**config.mk**
```make
export PLATFORM = sky130hd
export DESIGN_NAME = dmem_dma
export DESIGN_NICKNAME = d
export VERILOG_FILES = /design/src/rtl/dmem_dma.sv
export SDC_FILE = /design/constraint.sdc
export NUM_CORES = 1
export LEC_CHECK = 0
export BUFFER_PORTS_ARGS = -buffer_cell sky130_fd_sc_hd__buf_4
export CORE_MARGIN = 10
export CORE_UTILIZATION = 30
export DETAILED_ROUTE_END_ITERATION = 8
export PLACE_DENSITY = 0.57
export SYNTH_ARGS = -nofsm -noshare
export SYNTH_HDL_FRONTEND = slang
export SYNTH_SLANG_ARGS = --single-unit
```
**constraint.sdc**
```tcl
create_clock -name clk -period 2.5 [get_ports clk]
set_clock_uncertainty 0.05 [all_clocks]
set_input_delay 0.25 -clock clk [delete_from_list [all_inputs] [get_ports clk]]
set_output_delay 0.25 -clock clk [all_outputs]
set_load 0.005 [all_outputs]
```
**src/rtl/dmem_dma.sv**
```systemverilog
// dmem_dma: word-copy DMA engine on the data-memory port.
// The engine copies len 32-bit words from src to dst in ascending address order.
// It takes the memory port from the core through a req/gnt handshake.
//
// Handshake: mem_req is high in RD and WR. A memory cycle happens only in a
// cycle where mem_req and mem_gnt are both high; a read is captured at that
// edge, and mem_we is raised only in that cycle. When mem_gnt is low the engine
// keeps its state and its data.
//
// Optional feature, enabled with the macro DMEM_DMA_FILL_EN: fill mode. It adds
// the fill and pattern inputs, and writes the pattern to len successive words
// at dst without reading.
module dmem_dma #(
  parameter int LEN_W  = 16,
  parameter int ADDR_W = 32
) (
  input  logic              clk,
  input  logic              rst_n,
  input  logic              start,
  input  logic [ADDR_W-1:0] src,
  input  logic [ADDR_W-1:0] dst,
  input  logic [LEN_W-1:0]  len,
`ifdef DMEM_DMA_FILL_EN
  input  logic              fill,
  input  logic [31:0]       pattern,
`endif
  output logic              busy,
  output logic              done,
  output logic              mem_req,
  input  logic              mem_gnt,
  output logic              mem_we,
  output logic [ADDR_W-1:0] mem_a,
  output logic [31:0]       mem_wd,
  input  logic [31:0]       mem_rd
);

  typedef enum logic [1:0] {
    S_IDLE = 2'd0,
    S_RD   = 2'd1,
    S_WR   = 2'd2,
    S_DONE = 2'd3
  } state_e;

  state_e            state_q, state_d;
  logic [ADDR_W-1:0] src_ptr_q, src_ptr_d;
  logic [ADDR_W-1:0] dst_ptr_q, dst_ptr_d;
  logic [LEN_W-1:0]  cnt_q, cnt_d;
  logic [31:0]       data_buf_q, data_buf_d;
  logic              fill_mode;

`ifdef DMEM_DMA_FILL_EN
  logic fill_q, fill_d;

  // Fill-mode flag, latched together with the rest of the job.
  always_ff @(posedge clk or negedge rst_n) begin
    if (!rst_n) fill_q <= 1'b0;
    else        fill_q <= fill_d;
  end

  assign fill_mode = fill_q;
`else
  assign fill_mode = 1'b0;
`endif

  // State and job registers.
  always_ff @(posedge clk or negedge rst_n) begin
    if (!rst_n) begin
      state_q    <= S_IDLE;
      src_ptr_q  <= '0;
      dst_ptr_q  <= '0;
      cnt_q      <= '0;
      data_buf_q <= '0;
    end else begin
      state_q    <= state_d;
      src_ptr_q  <= src_ptr_d;
      dst_ptr_q  <= dst_ptr_d;
      cnt_q      <= cnt_d;
      data_buf_q <= data_buf_d;
    end
  end

  // Next state: latch the job in IDLE, step pointers only on granted writes.
  always_comb begin
    state_d    = state_q;
    src_ptr_d  = src_ptr_q;
    dst_ptr_d  = dst_ptr_q;
    cnt_d      = cnt_q;
    data_buf_d = data_buf_q;
`ifdef DMEM_DMA_FILL_EN
    fill_d     = fill_q;
`endif
    case (state_q)
      S_IDLE: begin
        if (start) begin
          if (len == '0) begin
            state_d = S_DONE;
          end else begin
            src_ptr_d = {src[ADDR_W-1:2], 2'b00};
            dst_ptr_d = {dst[ADDR_W-1:2], 2'b00};
            cnt_d     = len;
            state_d   = S_RD;
`ifdef DMEM_DMA_FILL_EN
            fill_d = fill;
            if (fill) begin
              // In fill mode the pattern is held in the data buffer and RD is skipped.
              data_buf_d = pattern;
              state_d    = S_WR;
            end
`endif
          end
        end
      end
      S_RD: begin
        if (mem_gnt) begin
          data_buf_d = mem_rd;
          state_d    = S_WR;
        end
      end
      S_WR: begin
        if (mem_gnt) begin
          src_ptr_d = src_ptr_q + ADDR_W'(4);
          dst_ptr_d = dst_ptr_q + ADDR_W'(4);
          cnt_d     = cnt_q - LEN_W'(1);
          if (cnt_q == LEN_W'(1)) state_d = S_DONE;
          else if (fill_mode)     state_d = S_WR;
          else                    state_d = S_RD;
        end
      end
      S_DONE: begin
        state_d = S_IDLE;
      end
      default: begin
        state_d = S_IDLE;
      end
    endcase
  end

  // Port outputs decoded from the state; everything is zero outside RD/WR.
  always_comb begin
    busy    = (state_q != S_IDLE);
    done    = 1'b0;
    mem_req = 1'b0;
    mem_we  = 1'b0;
    mem_a   = '0;
    mem_wd  = '0;
    case (state_q)
      S_RD: begin
        mem_req = 1'b1;
        mem_a   = src_ptr_q;
      end
      S_WR: begin
        mem_req = 1'b1;
        mem_a   = dst_ptr_q;
        mem_wd  = data_buf_q;
        mem_we  = mem_gnt;
      end
      S_DONE: begin
        done = 1'b1;
      end
      default: begin
        done = 1'b0;
      end
    endcase
  end

endmodule

```
==> out/summary.json, run 1 <==
{
  "power.density_cell_area": {"value": 1190, "unit": "nW/um2"},
  "row_count": {"value": 55},
  "drt_first_iter_violations": {"value": 622},
  "synth_area_leaders": {"value": "sky130_fd_sc_hd__dfrtp_1, sky130_fd_sc_hd__a22oi_1, sky130_fd_sc_hd__mux2_2"},
  "mean_cell_area_of_the_mapped_netlist": {"value": 8.76, "unit": "um2"},
  "final-max-slew-violation-count": {"value": 0},
  "ff_to_ff_end": {"value": "src_ptr_q[26]"},
  "rr_worst_depth": {"value": 6},
  "grt_overflow": {"value": 0},
  "worst_skew_pair.late_latency": {"value": 0.36, "unit": "ns"},
  "synth_largest_area_cell": {"value": "sky130_fd_sc_hd__dfrtp_1"},
  "n_fill_cell": {"value": 2350},
  "syn_to_final_growth": {"value": 31.9, "unit": "%"},
  "crit_end": {"value": "mem_a[4]"},
  "post_synth_num_cell_types": {"value": 62},
  "numClockSinks": {"value": 110},
  "post_cts_buffers": {"value": 0},
  "grt_pass1_wl": {"value": 39400, "unit": "um"},
  "die-area": {"value": 29900, "unit": "um2"},
  "critPathRequiredTime": {"value": 2.20, "unit": "ns"},
  "timing.critical_path.fanout_max": {"value": 48},
  "yosysSeqAreaShare": {"value": 39.3, "unit": "%"},
  "number_of_port_buffers": {"value": 177},
  "routed_via_density": {"value": 5.38},
  "grt_pass1_vias": {"value": 6722},
  "die-height": {"value": 173, "unit": "um"},
  "hold_class": {"value": "in2reg"},
  "worst_setup_hold_path_clk_slew": {"value": 0.08, "unit": "ns"},
  "cp-start-kind": {"value": "flop"},
  "design.core.area": {"value": 22800, "unit": "um2"},
  "slew_headroom": {"value": 63.9, "unit": "%"},
  "pin_count": {"value": 184},
  "yosys.area.top_type_share": {"value": 39.3, "unit": "%"},
  "critical_path.startpoint": {"value": "state_q[0]"},
  "wl_per_cell": {"value": 19.2, "unit": "um"},
  "critical_path_arrival": {"value": 2.05, "unit": "ns"},
  "antenna_found_initial": {"value": 2},
  "firstDrtPassIters": {"value": 5},
  "synthesis.area": {"value": 7010, "unit": "um2"},
  "multiInputGateArea": {"value": 4000, "unit": "um2"},
  "synth_flop_cell": {"value": "sky130_fd_sc_hd__dfrtp_1"},
  "clockBufferDepth": {"value": 2},
  "totalNegativeSetupSlack": {"value": 0, "unit": "ns"},
  "detail-route-antenna-nets": {"value": 0},
  "seqCellArea": {"value": 2750, "unit": "um2"},
  "overall_via_count_from_detail_route": {"value": 6959},
  "die_x": {"value": 173, "unit": "um"},
  "fmax": {"value": 425, "unit": "MHz"},
  "worstSetupEndpointType": {"value": "output pin"},
  "finalHoldViolCount": {"value": 0},
  "max-cap-violations": {"value": 0},
  "clock_tree_from_tritoncts": {"value": "built"},
  "detailedPlacementHpwl": {"value": 18300, "unit": "um"},
  "final_layout_size_suffix_gt1_share": {"value": 28.7, "unit": "%"},
  "inserted_clock_buffers": {"value": 9},
  "grt_max_degree": {"value": 82},
  "vdd_ir_drop_max": {"value": 0.675, "unit": "mV"},
  "timing.final.crit_share": {"value": 94.1, "unit": "%"},
  "reg2reg_slack": {"value": 0.16, "unit": "ns"},
  "worstReg2RegStart": {"value": "src_ptr_q[2]"},
  "route.final.wire_length": {"value": 24900, "unit": "um"},
  "placed_cells_incl_taps": {"value": 1277},
  "worst-setup-path-type": {"value": "reg2out"},
  "last_weighted_congestion_value_of_the_routability_driven_placer": {"value": 0.820},
  "cellLeakagePower": {"value": 3.93, "unit": "nW"},
  "synthesis.yosys.warnings": {"value": 0},
  "cells_after_synth": {"value": 800},
  "synth_seq_cells": {"value": 110},
  "worstMarginPinSlew": {"value": 0.542, "unit": "ns"},
  "outcome": {"value": "complete, no violations"},
  "nets": {"value": 1100},
  "finalSetupViolCount": {"value": 0},
  "stdcell_count": {"value": 1294},
  "asyncSetResetFlopFracSynth": {"value": 100, "unit": "%"},
  "grt_setup_unrepaired": {"value": "no"},
  "synth_enable_flop_cells": {"value": 0},
  "initial_core_utilization": {"value": 30.7, "unit": "%"},
  "drc": {"value": 0},
  "min_period": {"value": 2.35, "unit": "ns"},
  "cts_h_tree_lvls": {"value": 3},
  "cts-root-buf": {"value": "sky130_fd_sc_hd__clkbuf_16"},
  "global_route.usage.total": {"value": 16.2, "unit": "%"}
}
-- timing repair --
item | in CTS | in global routing
endpoints found under the setup margin | 14 | 21
resized for setup | 1 | 5
hold buffers | 1 | 0
hold endpoints to repair | 36 | 0
-- worst max-delay path, stage by stage, from the launching register on --
cell and delay (ns):
sky130_fd_sc_hd__dfrtp_1 0.41, sky130_fd_sc_hd__inv_1 0.17, sky130_fd_sc_hd__ha_4 0.22, sky130_fd_sc_hd__buf_6 0.33
sky130_fd_sc_hd__nand2_1 0.12, sky130_fd_sc_hd__a21boi_0 0.26, sky130_fd_sc_hd__buf_4 0.17
-- synth_stat cells, drive strengths merged (5+ instances only) --
cell / count
dfrtp: 110
nand2: 65
a22oi: 50
o21ai: 50
clkbuf: 49
nand3: 49
nor2: 38
and2: 37
nor2b: 33
mux2: 32
a21oi: 25
or4: 23
nor3: 22
a32oi: 16
buf: 15
nand4: 15
nor4: 15
a31oi: 13
inv: 13
and3: 12
o31ai: 11
ha: 9
nand4b: 8
a21boi: 7
o211ai: 6
or3: 6
a21o: 5
a2bb2oi: 5
nand2b: 5
o21a: 5
-- power by group --
| group | leakage [nW] | switching (W) | internal [W] |
|---|---|---|---|
| logic | 2.50 | 0.00313 | 0.00287 |
| clock network | 0.124 | 0.000684 | 0.000681 |
| registers | 1.30 | 0.000973 | 0.00268 |
| total | 3.93 | 0.00479 | 0.00623 |
-- flip-flops by register name, indices dropped and copies added, names as in the netlist --
name and count:
cnt_q 16, data_buf_q 32, dst_ptr_q 30, src_ptr_q 30
state_q 2
-- kinds of logic (layout without fill, tap and decap cells) --
logic type	Yosys count	in the layout	synth area share, %
multiplexers	36	36	5.71
AO/OA/AOI/OAI	226	226	22.3
flip-flops	110	110	39.3
adder cells (fa/ha/maj)	9	9	1.61
other	1	3	0.0535
AND/OR/NAND/NOR	341	341	26.8
buffers and inverters	77	256	4.28
-- layer usage --
metal  vias to the layer above  wire [um]  global-route usage, %
li1                       3362          -                      -
met1                      3416      11000                   21.0
met2                       166      12600                   27.4
met3                        13       1080                   3.55
met4                         2        201                   2.59
met5                         -         13                      0
-- area by class of cell --
type	instances	share of cell area, %
flip-flops and latches	110	29.8
multi-input cells	614	43.3
clock buffers	13	2.60
well taps	313	4.24
clock inverters	3	0.230
diodes	1	0.0271
repair buffers	227	19.3
inverters	13	0.528
-- worst min path at each step --
stage	slack (ns)	startpoint	endpoint	cells past startpoint
2_1_floorplan	-0.1	rst_n	cnt_q[0]	0
3_3_place_gp	0.24	rst_n	dst_ptr_q[31]	1
3_5_place_dp	0.23	rst_n	dst_ptr_q[31]	1
4_1_cts	0.04	src[30]	src_ptr_q[30]	3
5_1_grt	0.05	mem_rd[15]	data_buf_q[15]	2
6_report	0.06	src[30]	src_ptr_q[30]	3
-- layout by cell type, fill, tap and decap left out, drive strengths merged, types with 4 or more instances in the layout --
cell type	count
a21o	5
a22o	4
a32oi	16
o31ai	11
nand3	49
ha	9
and2	37
o21ai	50
nor2b	33
a21oi	25
o22ai	4
o311ai	4
nand2	65
and3	12
nand2b	5
o211ai	6
or3	6
or4	23
inv	13
nand4	15
a2bb2oi	5
a221o	4
mux2	32
a21boi	7
o21a	5
dfrtp	110
nor3	22
nand4b	8
clkbuf	13
nor2	38
mux2i	4
buf	226
nor4	15
a31oi	13
a22oi	50
-- per-stage QoR --
step           setup WS, ns  cell area [um2]  utilization [%]  hold slack, ns  power, W
6_report              0.147             9250             40.5          0.0565    0.0110
5_1_grt              0.0158             9240             40.5          0.0509    0.0120
4_1_cts             0.00394             9230             40.4          0.0445    0.0111
3_5_place_dp          0.122             8960             39.2           0.231   0.00970
3_3_place_gp          0.166             8960             39.2           0.240   0.00956
2_1_floorplan         0.148             7010                -         -0.0956   0.00708
Power figures use the tool's default switching activity.
==> run 2, diff against run 1 <==
--- a/constraint.sdc
+++ b/constraint.sdc
@@ -4,2 +4,2 @@
 set_output_delay 0.25 -clock clk [all_outputs]
-set_load 0.005 [all_outputs]
+set_load 0.1 [all_outputs]
==> run 2 against run 1 <==
Compared with the run above:
- non-clock buffer count is 4 higher
- wire length is 0.50% lower
- sequential cell count stayed put
- global-route usage is 0.054 points lower
- sequential share of layout area is 1.5 points lower
- critical path depth stayed put
- die area stayed put
- count of clock-buffer cells in the layout is 3 lower
- combinational power is 73% higher
- total power is 42% higher
- utilization is 2.1 points higher
- critical endpoint is now src_ptr_q[24]
- largest power group unchanged
==> out/summary.json, run 2 (synthesized netlist as in run 1, its figures left out) <==
{
  "outcome": {"value": "complete, no violations", "change": "unchanged"},
  "routed_via_density": {"value": 5.41, "change": "was 5.38"},
  "min_period": {"value": 2.36, "unit": "ns", "change": "was 2.35 ns"},
  "max-cap-violations": {"value": 0, "change": "unchanged"},
  "cts_h_tree_lvls": {"value": 3, "change": "unchanged"},
  "pin_count": {"value": 184, "change": "unchanged"},
  "largest_register_ff_count": {"value": 32, "change": "unchanged"},
  "layout.cells.most_common_list": {"value": "sky130_fd_sc_hd__buf_4, sky130_fd_sc_hd__dfrtp_1, sky130_fd_sc_hd__nand2_1", "change": "unchanged"},
  "row_count": {"value": 55, "change": "unchanged"},
  "clock_tree_from_tritoncts": {"value": "built", "change": "unchanged"},
  "inserted_clock_buffers": {"value": 9, "change": "unchanged"},
  "totalNegativeSetupSlack": {"value": 0, "unit": "ns", "change": "unchanged"},
  "numClockSinks": {"value": 110, "change": "unchanged"},
  "die-area": {"value": 29900, "unit": "um2", "change": "unchanged"},
  "antenna_found_initial": {"value": 2, "change": "unchanged"},
  "overall_via_count_from_detail_route": {"value": 7018, "change": "was 6,959"},
  "cellLeakagePower": {"value": 4.16, "unit": "nW", "change": "was 3.93 nW"},
  "firstDrtPassIters": {"value": 5, "change": "unchanged"},
  "timing.critical_path.fanout_max": {"value": 7, "change": "was 48"},
  "largest_register": {"value": "data_buf_q", "change": "unchanged"},
  "drt_first_iter_violations": {"value": 545, "change": "was 622"},
  "global_route.usage.total": {"value": 16.1, "unit": "%", "change": "was 16.2%"},
  "grt_max_degree": {"value": 66, "change": "was 82"},
  "slew_headroom": {"value": 61.6, "unit": "%", "change": "was 63.9%"},
  "n_fill_cell": {"value": 2324, "change": "was 2,350"},
  "timing.final.crit_share": {"value": 94.4, "unit": "%", "change": "was 94.1%"},
  "die_x": {"value": 173, "unit": "um", "change": "unchanged"},
  "stdcell_count": {"value": 1298, "change": "was 1,294"},
  "critPathRequiredTime": {"value": 2.69, "unit": "ns", "change": "was 2.20 ns"},
  "initial_core_utilization": {"value": 30.7, "unit": "%", "change": "unchanged"},
  "worst-setup-path-type": {"value": "reg2reg", "change": "was reg2out"},
  "grt_pass1_vias": {"value": 6844, "change": "was 6,722"},
  "worstMarginPinSlew": {"value": 0.569, "unit": "ns", "change": "was 0.542 ns"},
  "grt_pass1_wl": {"value": 39300, "unit": "um", "change": "was 39,400 um"},
  "design.core.area": {"value": 22800, "unit": "um2", "change": "unchanged"},
  "worstSetupEndpointType": {"value": "flop", "change": "was output pin"},
  "final_layout_size_suffix_gt1_share": {"value": 35.5, "unit": "%", "change": "was 28.7%"},
  "seqCellArea": {"value": 2750, "unit": "um2", "change": "unchanged"},
  "multiInputGateArea": {"value": 4290, "unit": "um2", "change": "was 4000 um2"},
  "cp-start-kind": {"value": "flop", "change": "unchanged"},
  "wl_per_cell": {"value": 19.1, "unit": "um", "change": "was 19.2 um"},
  "number_of_port_buffers": {"value": 177, "change": "unchanged"},
  "grt_overflow": {"value": 0, "change": "unchanged"},
  "power.density_cell_area": {"value": 1610, "unit": "nW/um2", "change": "was 1190 nW/um2"},
  "final-max-slew-violation-count": {"value": 0, "change": "unchanged"},
  "final_util": {"value": 42.6, "unit": "%", "change": "was 40.5%"},
  "hold_class": {"value": "in2reg", "change": "unchanged"},
  "route.final.wire_length": {"value": 24700, "unit": "um", "change": "was 24,900 um"},
  "fmax": {"value": 424, "unit": "MHz", "change": "was 425 MHz"},
  "detail-route-antenna-nets": {"value": 0, "change": "unchanged"},
  "die-height": {"value": 173, "unit": "um", "change": "unchanged"},
  "detailedPlacementHpwl": {"value": 18500, "unit": "um", "change": "was 18,300 um"},
  "last_weighted_congestion_value_of_the_routability_driven_placer": {"value": 0.821, "change": "was 0.820"},
  "worst_setup_hold_path_clk_slew": {"value": 0.08, "unit": "ns", "change": "about the same"},
  "finalHoldViolCount": {"value": 0, "change": "unchanged"},
  "grt_setup_unrepaired": {"value": "no", "change": "unchanged"},
  "biggestRegsByFlops": {"value": "data_buf_q x32, dst_ptr_q x30, src_ptr_q x30", "change": "unchanged"},
  "nets": {"value": 1104, "change": "was 1,100"},
  "clockBufferDepth": {"value": 2, "change": "unchanged"},
  "vdd_ir_drop_max": {"value": 0.944, "unit": "mV", "change": "was 0.675 mV"},
  "cts-root-buf": {"value": "sky130_fd_sc_hd__clkbuf_16", "change": "unchanged"},
  "placed_cells_incl_taps": {"value": 1280, "change": "was 1,277"},
  "finalSetupViolCount": {"value": 0, "change": "unchanged"},
  "syn_to_final_growth": {"value": 38.7, "unit": "%", "change": "was 31.9%"},
  "layout_commonest_cell": {"value": "sky130_fd_sc_hd__buf_4", "change": "unchanged"},
  "report.power.total": {"value": 0.0156, "unit": "W", "change": "was 0.0110 W"},
  "drc": {"value": 0, "change": "unchanged"},
  "critical_path_arrival": {"value": 2.55, "unit": "ns", "change": "was 2.05 ns"},
  "worst_skew_pair.late_latency": {"value": 0.36, "unit": "ns", "change": "about the same"}
}
## run 2: changes by cell type in the layout (fill, tap and decap cells not counted), moves of 3 or more
cell / previous run / this run
sky130_fd_sc_hd__and2_1: 37 / 10
sky130_fd_sc_hd__a21boi_0: 6 / 3
sky130_fd_sc_hd__clkbuf_1: 4 / 0
sky130_fd_sc_hd__a21boi_4: 1 / 4
sky130_fd_sc_hd__nor2b_1: 33 / 6
sky130_fd_sc_hd__nor2b_4: 0 / 27
sky130_fd_sc_hd__buf_4: 219 / 200
sky130_fd_sc_hd__and2_2: 0 / 26
sky130_fd_sc_hd__buf_6: 1 / 23
## run 2: area by class of cell
class | instances | share of cell area (%)
clock inverter | 6 | 0.875
tap | 313 | 4.03
inverter | 13 | 0.502
multi-input combinational | 614 | 44.1
antenna | 1 | 0.0257
sequential | 110 | 28.3
timing repair buffer | 231 | 19.7
clock buffer | 10 | 2.46
## run 2: worst paths after layout
| path | from | end | slack, ns | cells after the start |
|---|---|---|---|---|
| setup reg to reg | src_ptr_q[2] | src_ptr_q[24] | 0.14 | 6 |
| hold / removal | src[31] | src_ptr_q[31] | 0.05 | 3 |
| hold reg to reg | data_buf_q[16] | data_buf_q[16] | 0.45 | 1 |
| min in group asynchronous | rst_n | dst_ptr_q[28] | 0.30 | 2 |
| max in group asynchronous | rst_n | data_buf_q[4] | 1.39 | 3 |
| setup / recovery | src_ptr_q[2] | src_ptr_q[24] | 0.14 | 6 |
## run 2: per-stage QoR
step | hold WS [ns] | worst slack [ns] | area (um2)
2_1_floorplan | -0.0956 | -0.0967 | 7290
3_3_place_gp | 0.162 | 0.136 | 9280
3_5_place_dp | 0.158 | 0.135 | 9280
4_1_cts | 0.0359 | 0.0552 | 9620
5_1_grt | 0.0505 | 0.0224 | 9720
6_report | 0.0479 | 0.139 | 9720
## run 2: per-layer routing
layer	track usage (%)	up-vias	share of wire (%)
met5	0	-	0.044
met4	2.80	2	1.1
met3	4.33	21	6.0
met2	27.4	206	50
met1	20.3	3398	43
li1	-	3391	-
## run 2: worst max-delay path, stage by stage (launching register included)
cell and delay, ns:
sky130_fd_sc_hd__dfrtp_1 0.47, sky130_fd_sc_hd__ha_1 0.22, sky130_fd_sc_hd__nand3_1 0.13, sky130_fd_sc_hd__or4_1 0.62, sky130_fd_sc_hd__o311ai_0 0.35, sky130_fd_sc_hd__o41ai_1 0.13
sky130_fd_sc_hd__a221o_1 0.27
## run 2: where the power goes
group          switching, W  internal [W]  total, W
combinational       0.00686       0.00355    0.0104
sequential         0.000930       0.00268   0.00361
clock              0.000710      0.000904   0.00161
## run 2: timing repair
item | 4_1_cts | 5_1_grt
setup buffers | 0 | 0
hold buffers | 1 | 0
resized for setup | 1 | 26
endpoints found under the setup margin | 3 | 24
endpoints found under the hold margin | 23 | 0
==> run 3, diff against run 2 <==
PLACE_DENSITY = 0.55   (was 0.57)
clock period = 2.85 ns   (was 2.5 ns; I/O delays follow)
==> run 3 against run 2 <==
Compared with the run above:
- critical path type is now reg2out
- clock power shrank 9.9%
- via count shrank 0.41%
- cell count shrank 1.5%
- sequential cell count is the same
- sequential share of layout area grew 1.4 points
==> out/summary.json, run 3 (synthesized netlist as in run 1, its figures left out) <==
{
  "outcome": {"value": "complete, no violations", "change": "unchanged"},
  "overall_via_count_from_detail_route": {"value": 6989, "change": "was 7,018"},
  "syn_to_final_growth": {"value": 32.2, "unit": "%", "change": "was 38.7%"},
  "critPathRequiredTime": {"value": 2.52, "unit": "ns", "change": "was 2.69 ns"},
  "routed_via_density": {"value": 5.47, "change": "was 5.41"},
  "totalNegativeSetupSlack": {"value": 0, "unit": "ns", "change": "unchanged"},
  "hold_end": {"value": "src_ptr_q[15]", "change": "was src_ptr_q[31]"},
  "finish.instance_area": {"value": 9260, "unit": "um2", "change": "was 9720 um2"},
  "largest_register_ff_count": {"value": 32, "change": "unchanged"},
  "power.density_cell_area": {"value": 1400, "unit": "nW/um2", "change": "was 1610 nW/um2"},
  "largest_register": {"value": "data_buf_q", "change": "unchanged"},
  "hold_class": {"value": "in2reg", "change": "unchanged"},
  "grt_max_degree": {"value": 72, "change": "was 66"},
  "cts-root-buf": {"value": "sky130_fd_sc_hd__clkbuf_16", "change": "unchanged"},
  "grt_overflow": {"value": 0, "change": "unchanged"},
  "critPathSlowestCell": {"value": "sky130_fd_sc_hd__dfrtp_1", "change": "was sky130_fd_sc_hd__or4_1"},
  "row_count": {"value": 55, "change": "unchanged"},
  "route.final.wire_length": {"value": 24800, "unit": "um", "change": "was 24,700 um"},
  "slowest_delay": {"value": 0.42, "unit": "ns", "change": "was 0.62 ns"},
  "layout.cells.most_common_list": {"value": "sky130_fd_sc_hd__buf_4, sky130_fd_sc_hd__dfrtp_1, sky130_fd_sc_hd__nand2_1", "change": "unchanged"},
  "detail-route-antenna-nets": {"value": 0, "change": "unchanged"},
  "timing.final.crit_share": {"value": 87.0, "unit": "%"},
  "design.core.area": {"value": 22800, "unit": "um2", "change": "unchanged"},
  "seqCellArea": {"value": 2750, "unit": "um2", "change": "unchanged"},
  "clockBufferDepth": {"value": 2, "change": "unchanged"},
  "die-height": {"value": 173, "unit": "um", "change": "unchanged"},
  "final_util": {"value": 40.5, "unit": "%", "change": "was 42.6%"},
  "vdd_ir_drop_max": {"value": 0.729, "unit": "mV", "change": "was 0.944 mV"},
  "worst_setup_hold_path_clk_slew": {"value": 0.08, "unit": "ns", "change": "about the same"},
  "ff_to_ff_end": {"value": "src_ptr_q[24]", "change": "unchanged"},
  "firstDrtPassIters": {"value": 5, "change": "unchanged"},
  "critical_path.top_delay_family": {"value": "buffers and inverters", "change": "was simple AND/OR/NAND/NOR gates"},
  "slew_headroom": {"value": 54.8, "unit": "%", "change": "was 61.6%"},
  "worstMarginPinSlew": {"value": 0.676, "unit": "ns", "change": "was 0.569 ns"},
  "biggestRegsByFlops": {"value": "data_buf_q x32, dst_ptr_q x30, src_ptr_q x30", "change": "unchanged"},
  "min_period": {"value": 2.48, "unit": "ns"},
  "clock_tree_from_tritoncts": {"value": "built", "change": "unchanged"},
  "multiInputGateArea": {"value": 4080, "unit": "um2", "change": "was 4290 um2"},
  "insertedDiodeCount": {"value": 0, "change": "was 1"},
  "die_x": {"value": 173, "unit": "um", "change": "unchanged"},
  "n_fill_cell": {"value": 2342, "change": "was 2,324"},
  "worstSetupEndpointType": {"value": "output pin", "change": "was flop"},
  "hold_path_depth": {"value": 3, "change": "unchanged"},
  "finalHoldViolCount": {"value": 0, "change": "unchanged"},
  "cts_h_tree_lvls": {"value": 3, "change": "unchanged"},
  "worstHoldStart": {"value": "src[15]", "change": "was src[31]"},
  "detailedPlacementHpwl": {"value": 18000, "unit": "um", "change": "was 18,500 um"},
  "grt_pass1_vias": {"value": 6730, "change": "was 6,844"},
  "rr_worst_depth": {"value": 6, "change": "unchanged"},
  "final.hold.worst_slack": {"value": 0.0900, "unit": "ns", "change": "was 0.0479 ns"},
  "postPlaceCellArea": {"value": 8920, "unit": "um2", "change": "was 9280 um2"},
  "grt_pass1_wl": {"value": 39500, "unit": "um", "change": "was 39,300 um"},
  "last_weighted_congestion_value_of_the_routability_driven_placer": {"value": 0.778, "change": "was 0.821"},
  "critical_path_arrival": {"value": 2.14, "unit": "ns", "change": "was 2.55 ns"},
  "timing.critical_path.fanout_max": {"value": 71, "change": "was 7"},
  "cts_resized": {"value": 0, "change": "was 1"},
  "number_of_port_buffers": {"value": 177, "change": "unchanged"},
  "layout_commonest_cell": {"value": "sky130_fd_sc_hd__buf_4", "change": "unchanged"},
  "worst-setup-path-type": {"value": "reg2out", "change": "was reg2reg"},
  "reg2reg_slack": {"value": 0.37, "unit": "ns", "change": "was 0.14 ns"},
  "cellLeakagePower": {"value": 3.91, "unit": "nW", "change": "was 4.16 nW"},
  "grt_setup_unrepaired": {"value": "no", "change": "unchanged"},
  "wl_per_cell": {"value": 19.4, "unit": "um", "change": "was 19.1 um"},
  "global_route.usage.total": {"value": 16.1, "unit": "%", "change": "about the same"},
  "worst_skew_pair.late_latency": {"value": 0.36, "unit": "ns", "change": "about the same"},
  "drt_first_iter_violations": {"value": 607, "change": "was 545"},
  "worst-path-buf-inv": {"value": 3, "change": "was 0"},
  "nets": {"value": 1085, "change": "was 1,104"},
  "numClockSinks": {"value": 110, "change": "unchanged"},
  "stdcell_count": {"value": 1278, "change": "was 1,298"},
  "final_layout_size_suffix_gt1_share": {"value": 31.1, "unit": "%", "change": "was 35.5%"},
  "fmax": {"value": 403, "unit": "MHz"},
  "inserted_clock_buffers": {"value": 9, "change": "unchanged"},
  "initial_core_utilization": {"value": 30.7, "unit": "%", "change": "unchanged"},
  "die-area": {"value": 29900, "unit": "um2", "change": "unchanged"},
  "antenna_found_initial": {"value": 1, "change": "was 2"},
  "drc": {"value": 0, "change": "unchanged"},
  "cp-start-kind": {"value": "flop", "change": "unchanged"},
  "final-max-slew-violation-count": {"value": 0, "change": "unchanged"},
  "max-cap-violations": {"value": 0, "change": "unchanged"},
  "pin_count": {"value": 184, "change": "unchanged"},
  "worstReg2RegStart": {"value": "src_ptr_q[2]", "change": "unchanged"},
  "finalSetupViolCount": {"value": 0, "change": "unchanged"},
  "placed_cells_incl_taps": {"value": 1261, "change": "was 1,280"},
  "timing.critical_path.cells": {"value": "inv_1 > ha_4 > buf_12 > nand2_1 > a21boi_2 > buf_4", "change": "was ha_1 > nand3_1 > or4_1 > o311ai_0 > o41ai_1 > a221o_1"}
}
-- run 3: changes by cell type in the layout (fill, tap and decap cells not counted), sizes merged --
cell / delta
diode: -1
buf: -19
clkinvlp: -1
clkbuf: +1
-- run 3: layout make-up --
class	count	share of cell area, %
inverters	13	0.527
multi-input cells	614	44.0
clock inverters	5	0.878
clock buffers	11	2.73
flip-flops and latches	110	29.7
well taps	313	4.23
repair buffers	212	17.9
-- run 3: per-layer routing --
layer,track usage [%],share of wire (%),wire length [um],vias to the layer above
met4,2.77,0.58,144,2
met2,26.3,49,12100,213
met1,21.9,45,11300,3421
met3,3.07,5.2,1280,11
met5,0,0.052,13,-
li1,-,-,-,3342
-- run 3: worst max-delay path by stage --
stage                 start            end  slack, ns  depth (start not counted)
3_5_place_dp        len[11]   src_ptr_q[6]       0.29                          7
3_3_place_gp        len[11]  dst_ptr_q[26]       0.32                          7
6_report         state_q[0]       mem_a[2]       0.37                          6
4_1_cts          state_q[0]     mem_wd[26]       0.36                          5
2_1_floorplan    state_q[0]       mem_a[4]      -0.11                          7
5_1_grt        src_ptr_q[2]  src_ptr_q[26]       0.17                          6
-- run 3: power by group --
| part | switching [W] | total (W) | internal, W |
|---|---|---|---|
| Sequential | 0.000943 | 0.00329 | 0.00235 |
| Clock | 0.000631 | 0.00145 | 0.000821 |
| Combinational | 0.00571 | 0.00825 | 0.00254 |
| Total | 0.00728 | 0.0130 | 0.00571 |
-- run 3: per-stage QoR --
step	setup WS [ns]	total power, W
floorplan	-0.107	0.00940
finish	0.370	0.0130
CTS	0.356	0.0131
detailed placement	0.286	0.0116
global placement	0.315	0.0115
global route	0.168	0.0138
-- run 3: worst min-delay path, cell delays in order --
cell and delay [ns]:
sky130_fd_sc_hd__buf_4 0.08, sky130_fd_sc_hd__a32oi_1 0.05, sky130_fd_sc_hd__nand2_1 0.05
-- run 3: what timing repair did --
action / CTS / global route
endpoints found under the hold margin: 36 / 0
hold buffers: 1 / 0
endpoints found under the setup margin: 0 / 0
setup buffers: 0 / 0
